**src/rtl/mouse_pkg.sv**
```systemverilog
// Shared definitions for the mouse command scheduler: FSM state encoding,
// PS/2 response constants, receiver payload and datapath widths.
package mouse_pkg;

  localparam int unsigned BYTE_W  = 8;
  localparam int unsigned ERR_W   = 2;
  localparam int unsigned TIMER_W = 24;
  localparam int unsigned RETRY_W = 2;

  localparam logic [BYTE_W-1:0] PS2_ACK    = 8'hFA;
  localparam logic [BYTE_W-1:0] PS2_RESEND = 8'hFE;
  localparam logic [ERR_W-1:0]  ERR_NONE   = 2'b00;

  typedef enum logic [2:0] {
    ST_IDLE      = 3'd0,
    ST_SEND      = 3'd1,
    ST_WAIT_SENT = 3'd2,
    ST_WAIT_ACK  = 3'd3,
    ST_DONE      = 3'd4
  } sched_state_e;

  // Byte delivered by the PS/2 receiver together with its error status.
  typedef struct packed {
    logic [BYTE_W-1:0] data;
    logic [ERR_W-1:0]  err;
  } ps2_rx_t;

endpackage

```
**src/rtl/ps2_rr_arbiter.sv**
```systemverilog
// Two-way round-robin grant selection.
//   req[1:0]    : request lines (bit i = requester i)
//   last_served : id of the requester served most recently
//   grant_c     : id of the winning requester (combinational; only
//                 meaningful while at least one request is high)
module ps2_rr_arbiter (
  input  logic [1:0] req,
  input  logic       last_served,
  output logic       grant_c
);

  // On a tie the requester not served last wins; a lone request always wins.
  always_comb begin
    grant_c = 1'b0;
    if (req == 2'b11) begin
      grant_c = ~last_served;
    end else if (req == 2'b10) begin
      grant_c = 1'b1;
    end
  end

endmodule

```
**src/rtl/mouse_cmd_scheduler.sv**
```systemverilog
// Serialises command bytes from two requesters onto a PS/2 transmitter and
// waits for the mouse acknowledge, re-sending on timeout / resend / rx error.
//   CLK, RESET                      : clock, synchronous active-high reset
//   REQ_x, CMD_x                    : command request and byte (x = 0, 1)
//   DONE_x, FAIL_x                  : completion pulse and failure flag
//   SEND_BYTE, BYTE_TO_SEND         : strobe and byte to the transmitter
//   BYTE_SENT                       : transmitter completion pulse
//   BYTE_READY, BYTE_READ,
//   BYTE_ERROR_CODE, READ_ENABLE    : receiver data/status and consume pulse
//   BUSY                            : high whenever not idle
module mouse_cmd_scheduler
  import mouse_pkg::*;
#(
  parameter int unsigned ACK_TIMEOUT = 2000000,
  parameter int unsigned MAX_RETRY   = 2
) (
  input  logic              CLK,
  input  logic              RESET,
  input  logic              REQ_0,
  input  logic              REQ_1,
  input  logic [BYTE_W-1:0] CMD_0,
  input  logic [BYTE_W-1:0] CMD_1,
  output logic              DONE_0,
  output logic              DONE_1,
  output logic              FAIL_0,
  output logic              FAIL_1,
  output logic              SEND_BYTE,
  output logic [BYTE_W-1:0] BYTE_TO_SEND,
  input  logic              BYTE_SENT,
  input  logic              BYTE_READY,
  input  logic [BYTE_W-1:0] BYTE_READ,
  input  logic [ERR_W-1:0]  BYTE_ERROR_CODE,
  output logic              READ_ENABLE,
  output logic              BUSY
);

  sched_state_e        state_q, state_d;
  logic                id_q;
  logic                last_q;
  logic [TIMER_W-1:0]  timer_q;
  logic [RETRY_W-1:0]  retry_q;
  logic                grant_c;
  ps2_rx_t             rx;

  logic any_req, timeout, retry_ok;
  logic do_retry, do_fail, consume, retry_inc;
  logic send_d, done_d, busy_d;

  assign rx       = '{data: BYTE_READ, err: BYTE_ERROR_CODE};
  assign any_req  = REQ_0 | REQ_1;
  assign timeout  = (timer_q >= TIMER_W'(ACK_TIMEOUT));
  assign retry_ok = (retry_q < RETRY_W'(MAX_RETRY));

  ps2_rr_arbiter u_arb (
    .req         ({REQ_1, REQ_0}),
    .last_served (last_q),
    .grant_c     (grant_c)
  );

  // State register.
  always_ff @(posedge CLK) begin
    if (RESET) begin
      state_q <= ST_IDLE;
    end else begin
      state_q <= state_d;
    end
  end

  // Next state; retry requests from either wait state funnel into one path.
  always_comb begin
    state_d  = state_q;
    do_retry = 1'b0;
    do_fail  = 1'b0;
    consume  = 1'b0;
    case (state_q)
      ST_IDLE:      if (any_req) state_d = ST_SEND;
      ST_SEND:      state_d = ST_WAIT_SENT;
      ST_WAIT_SENT: begin
        if (BYTE_SENT)    state_d  = ST_WAIT_ACK;
        else if (timeout) do_retry = 1'b1;
      end
      ST_WAIT_ACK: begin
        if (BYTE_READY) begin
          consume = 1'b1;
          if (rx.data == PS2_ACK && rx.err == ERR_NONE) begin
            state_d = ST_DONE;
          end else if (rx.data == PS2_RESEND || rx.err != ERR_NONE) begin
            do_retry = 1'b1;
          end else begin
            state_d = ST_DONE;
            do_fail = 1'b1;
          end
        end else if (timeout) begin
          do_retry = 1'b1;
        end
      end
      ST_DONE:      state_d = ST_IDLE;
      default:      state_d = ST_IDLE;
    endcase
    if (do_retry) begin
      if (retry_ok) begin
        state_d = ST_SEND;
      end else begin
        state_d = ST_DONE;
        do_fail = 1'b1;
      end
    end
  end

  // Next values of the registered outputs.
  always_comb begin
    send_d    = (state_d == ST_SEND);
    done_d    = (state_d == ST_DONE);
    busy_d    = (state_d != ST_IDLE);
    retry_inc = do_retry & retry_ok;
  end

  // Output registers and transaction datapath.
  always_ff @(posedge CLK) begin
    if (RESET) begin
      SEND_BYTE    <= 1'b0;
      READ_ENABLE  <= 1'b0;
      DONE_0       <= 1'b0;
      DONE_1       <= 1'b0;
      FAIL_0       <= 1'b0;
      FAIL_1       <= 1'b0;
      BUSY         <= 1'b0;
      BYTE_TO_SEND <= '0;
      timer_q      <= '0;
      retry_q      <= '0;
      id_q         <= 1'b0;
      last_q       <= 1'b1;
    end else begin
      SEND_BYTE   <= send_d;
      READ_ENABLE <= consume;
      BUSY        <= busy_d;
      DONE_0      <= done_d & ~id_q;
      DONE_1      <= done_d &  id_q;
      FAIL_0      <= do_fail & ~id_q;
      FAIL_1      <= do_fail &  id_q;

      // Byte is captured at grant so later CMD changes are harmless.
      if (state_q == ST_IDLE && any_req) begin
        id_q         <= grant_c;
        BYTE_TO_SEND <= grant_c ? CMD_1 : CMD_0;
        retry_q      <= '0;
      end else if (retry_inc) begin
        retry_q <= retry_q + RETRY_W'(1);
      end

      // Timer restarts on entry to each wait state and saturates.
      if (state_q == ST_SEND || (state_q == ST_WAIT_SENT && BYTE_SENT)) begin
        timer_q <= '0;
      end else if ((state_q == ST_WAIT_SENT || state_q == ST_WAIT_ACK) &&
                   timer_q != {TIMER_W{1'b1}}) begin
        timer_q <= timer_q + TIMER_W'(1);
      end

      if (state_q == ST_DONE) begin
        last_q <= id_q;
      end
    end
  end

endmodule

```
**config.mk**
```make
export PLATFORM = sky130hd
export DESIGN_NAME = mouse_cmd_scheduler
export DESIGN_NICKNAME = d
export VERILOG_FILES = /design/src/rtl/mouse_pkg.sv /design/src/rtl/ps2_rr_arbiter.sv /design/src/rtl/mouse_cmd_scheduler.sv
export SDC_FILE = /design/constraint.sdc
export NUM_CORES = 1
export LEC_CHECK = 0
export ABC_AREA = 1
export BUFFER_PORTS_ARGS = -buffer_cell sky130_fd_sc_hd__buf_2
export CAP_MARGIN = 20
export CORE_MARGIN = 2
export CORE_UTILIZATION = 41
export CTS_BUF_LIST = sky130_fd_sc_hd__clkbuf_8
export CTS_CLUSTER_DIAMETER = 30
export CTS_CLUSTER_SIZE = 14
export DETAILED_ROUTE_END_ITERATION = 10
export PLACE_DENSITY_LB_ADDON = 0.2
export REMOVE_ABC_BUFFERS = 1
export SKIP_LAST_GASP = 1
export SLEW_MARGIN = 20
export SYNTH_ARGS = -nofsm -noshare
export SYNTH_HDL_FRONTEND = slang
export SYNTH_SLANG_ARGS = --single-unit
```
**constraint.sdc**
```tcl
create_clock -name CLK -period 4.68 [get_ports CLK]
set_input_delay 0.936 -clock CLK [delete_from_list [all_inputs] [get_ports CLK]]
set_output_delay 0.936 -clock CLK [all_outputs]
set_load 0.05 [all_outputs]
```
==> flow_summary.json <==
{
  "crit_family": "buffers and inverters",
  "ys_seq_area_share_pct": 35.0,
  "cts_tree": "yes",
  "use_met2_pct": 27.6,
  "grt-ovfl-total": 0,
  "fp.dieH_um": 84.2,
  "maxCapViolations": 0,
  "drtPass1Iterations": 5,
  "ys_ff_latch": 46,
  "cpMostUsedCell": "inv_1",
  "layout.nets": 457,
  "clk_latency_ns": 0.30,
  "synth_warnings": 0,
  "vias": 2450,
  "wirelength_um": 5760,
  "die_area_mm2": 0.00708,
  "synthCells": 378,
  "slowest_stage": "nand3_1",
  "final_common_cell": "nand2_1",
  "ctsResizeCount": 0,
  "cts.root.buffer_cell": "clkbuf_8",
  "hold_path_class": "reg2reg",
  "power_leakage_uw": 0.00123,
  "wl_per_cell_um": 11.5,
  "crit_type": "in2reg",
  "required_ns": 4.92,
  "synth-main-ff-cell": "dfxtp_1",
  "hold_viol": 0,
  "start_util_pct": 42.0,
  "synth.distinct_cells": 33,
  "drc": 0,
  "met3_usage_pct": 3.34,
  "ant_nets": 0,
  "fp.dieW_um": 84.2,
  "fin_hold_ws_ns": 0.464,
  "cts_buffers": 5,
  "synth.area.mux_share_pct": 0,
  "drt-initial-drc-count": 130,
  "layout.cells.most_common_list": "92 x nand2_1, 56 x nor2_1, 46 x dfxtp_1, 46 x buf_2, 39 x inv_1",
  "synth_edf_count": 0,
  "finalCritPeriodShare_pct": 46.9,
  "holdBufCountCts": 0,
  "crit_chain": "buf_2 -> inv_1 -> nand3_1 -> inv_1 -> o21ai_0 -> a21oi_1",
  "power_density_mw_per_mm2": 312,
  "post-dp-hpwl_um": 4440,
  "post_cts_buffers": 0,
  "setup_violations": 0,
  "n_antenna_cell": 0,
  "clk_pin_slew_ns": 0.09,
  "grt.busiest_layer": "met2",
  "fin_crit_ns": 2.20,
  "fmax_mhz": 455,
  "worst_slew_pin_slew_ns": 0.865,
  "grt_max_degree": 27,
  "end_kind": "flop",
  "critical_path_peak_fanout": 14,
  "io_pins": 47,
  "track_usage_pct": 16.8,
  "fin_area_mm2": 0.00297,
  "clk_path_buf_depth": 2,
  "area_growth_pct": 12.9,
  "synthXorXnorAreaFrac_pct": 4.99,
  "synth_fa_ha_area_share_pct": 0.950,
  "grt_pass1_wl_um": 9940,
  "synth_top_family_by_area": "simple AND/OR/NAND/NOR gates",
  "synth_compound_area_share_pct": 14.1,
  "antenna_found_initial": 0,
  "place_area_mm2": 0.00288,
  "port_buffers": 46,
  "outcome": "completed",
  "core_mm2": 0.00628,
  "slew_viol_final": 0,
  "grt_use_met1_pct": 22.7,
  "cts_max_level": 2,
  "cp_slowest_stage_delay_ns": 0.56,
  "skew_ns": 0.00560,
  "crit_buf_inv": 3,
  "syn_area_per_cell_um2": 6.97,
  "gp_congestion": 0.871,
  "grt_pass1_vias": 2230,
  "synth-simple-area-share_pct": 35.7,
  "drive_above_1_share_pct": 24.1,
  "clock-sinks": 46,
  "max-slew-margin-rel_pct": 42.3,
  "finalSetupTns_ns": 0,
  "cp-start-kind": "input pin",
  "ir_worst_vdd_mv": 0.164,
  "arrival_ns": 2.43,
  "rsz0062_at_grt": "false",
  "avgViaCountPerCell": 4.89,
  "num_rows": 29,
  "mappedNetlistArea_mm2": 0.00263,
  "synthArstFlopShare_pct": 0
}
path summary, 6_finish.rpt:
kind | from | to | slack, ns | cells past startpoint
worst min-delay path | BYTE_TO_SEND[1] | BYTE_TO_SEND[1] | 0.46 | 2
worst max-delay path | RESET | timer_q[1] | 2.48 | 6
worst max register to register | timer_q[0] | timer_q[7] | 2.53 | 8
worst min register to register | BYTE_TO_SEND[1] | BYTE_TO_SEND[1] | 0.46 | 2
flip-flops by register name, summed over array words and instances (netlist names):
name,cells
SEND_BYTE,1
FAIL_1,1
id_q,1
timer_q,24
last_q,1
READ_ENABLE,1
retry_q,2
BYTE_TO_SEND,8
DONE_1,1
BUSY,1
state_q,3
FAIL_0,1
DONE_0,1
cell type report:
class	instances	area, µm²
flip-flops and latches	46	921
inverters	43	161
multi-input cells	280	1470
well taps	77	96.3
repair buffers	47	238
clock buffers	5	68.8
fillers	661	3300
clock inverters	3	21.3
worst reg2reg max path: cells and delay by family, from the launching register on:
kind,cells,cell delay [ns]
buffers and inverters,1,0.13
adders and majority gates,1,0.24
AOI/OAI and AO/OA,3,1.12
DFF,1,0.36
and+or+nand+nor,3,0.23
synth_stat cells (all sizes together) (2+ instances only):
| cell type | n | area (µm²) |
|---|---|---|
| clkbuf | 2 | 11.3 |
| xnor2 | 2 | 17.5 |
| a21oi | 35 | 243 |
| nand4 | 7 | 43.8 |
| nand2 | 111 | 469 |
| nor3 | 12 | 82.6 |
| nor2 | 57 | 216 |
| xor2 | 13 | 114 |
| o41ai | 8 | 70.1 |
| o21ai | 7 | 35.0 |
| nand3 | 18 | 95.1 |
| ha | 2 | 25.0 |
| or2 | 3 | 18.8 |
| buf | 7 | 73.8 |
| inv | 42 | 158 |
| dfxtp | 46 | 921 |
stage by stage:
step | utilization (%) | setup WS (ns) | power (µW) | std cells
after global placement | 45.9 | 2.17 | 693 | 493
final | 47.4 | 2.48 | 928 | 501
after floorplan | - | 2.44 | 623 | 369
after CTS | 47.4 | 2.46 | 937 | 501
after global routing | 47.4 | 2.27 | 981 | 501
after detailed placement | 45.9 | 2.16 | 693 | 493
cells by family (layout without fill, tap and decap cells):
family	count (synthesis)	after routing
DFF	46	46
AOI/OAI and AO/OA	53	53
xor gates and xnor gates	15	15
and+or+nand+nor	210	210
adders and majority gates	2	2
buffers and inverters	52	98
layer usage:
layer	vias up	wire length, µm
met5	-	0
met4	0	50
met3	4	230
met2	49	2640
met1	1096	2840
li1	1301	-
power by group:
group          leakage [µW]  internal [µW]  switching, µW  total, µW
registers          0.000373            418           15.3        434
clock network     0.0000441            105            141        246
logic              0.000817           61.3            186        248
total               0.00123            585            343        928
No activity file was read; power rests on OpenSTA's default activity.
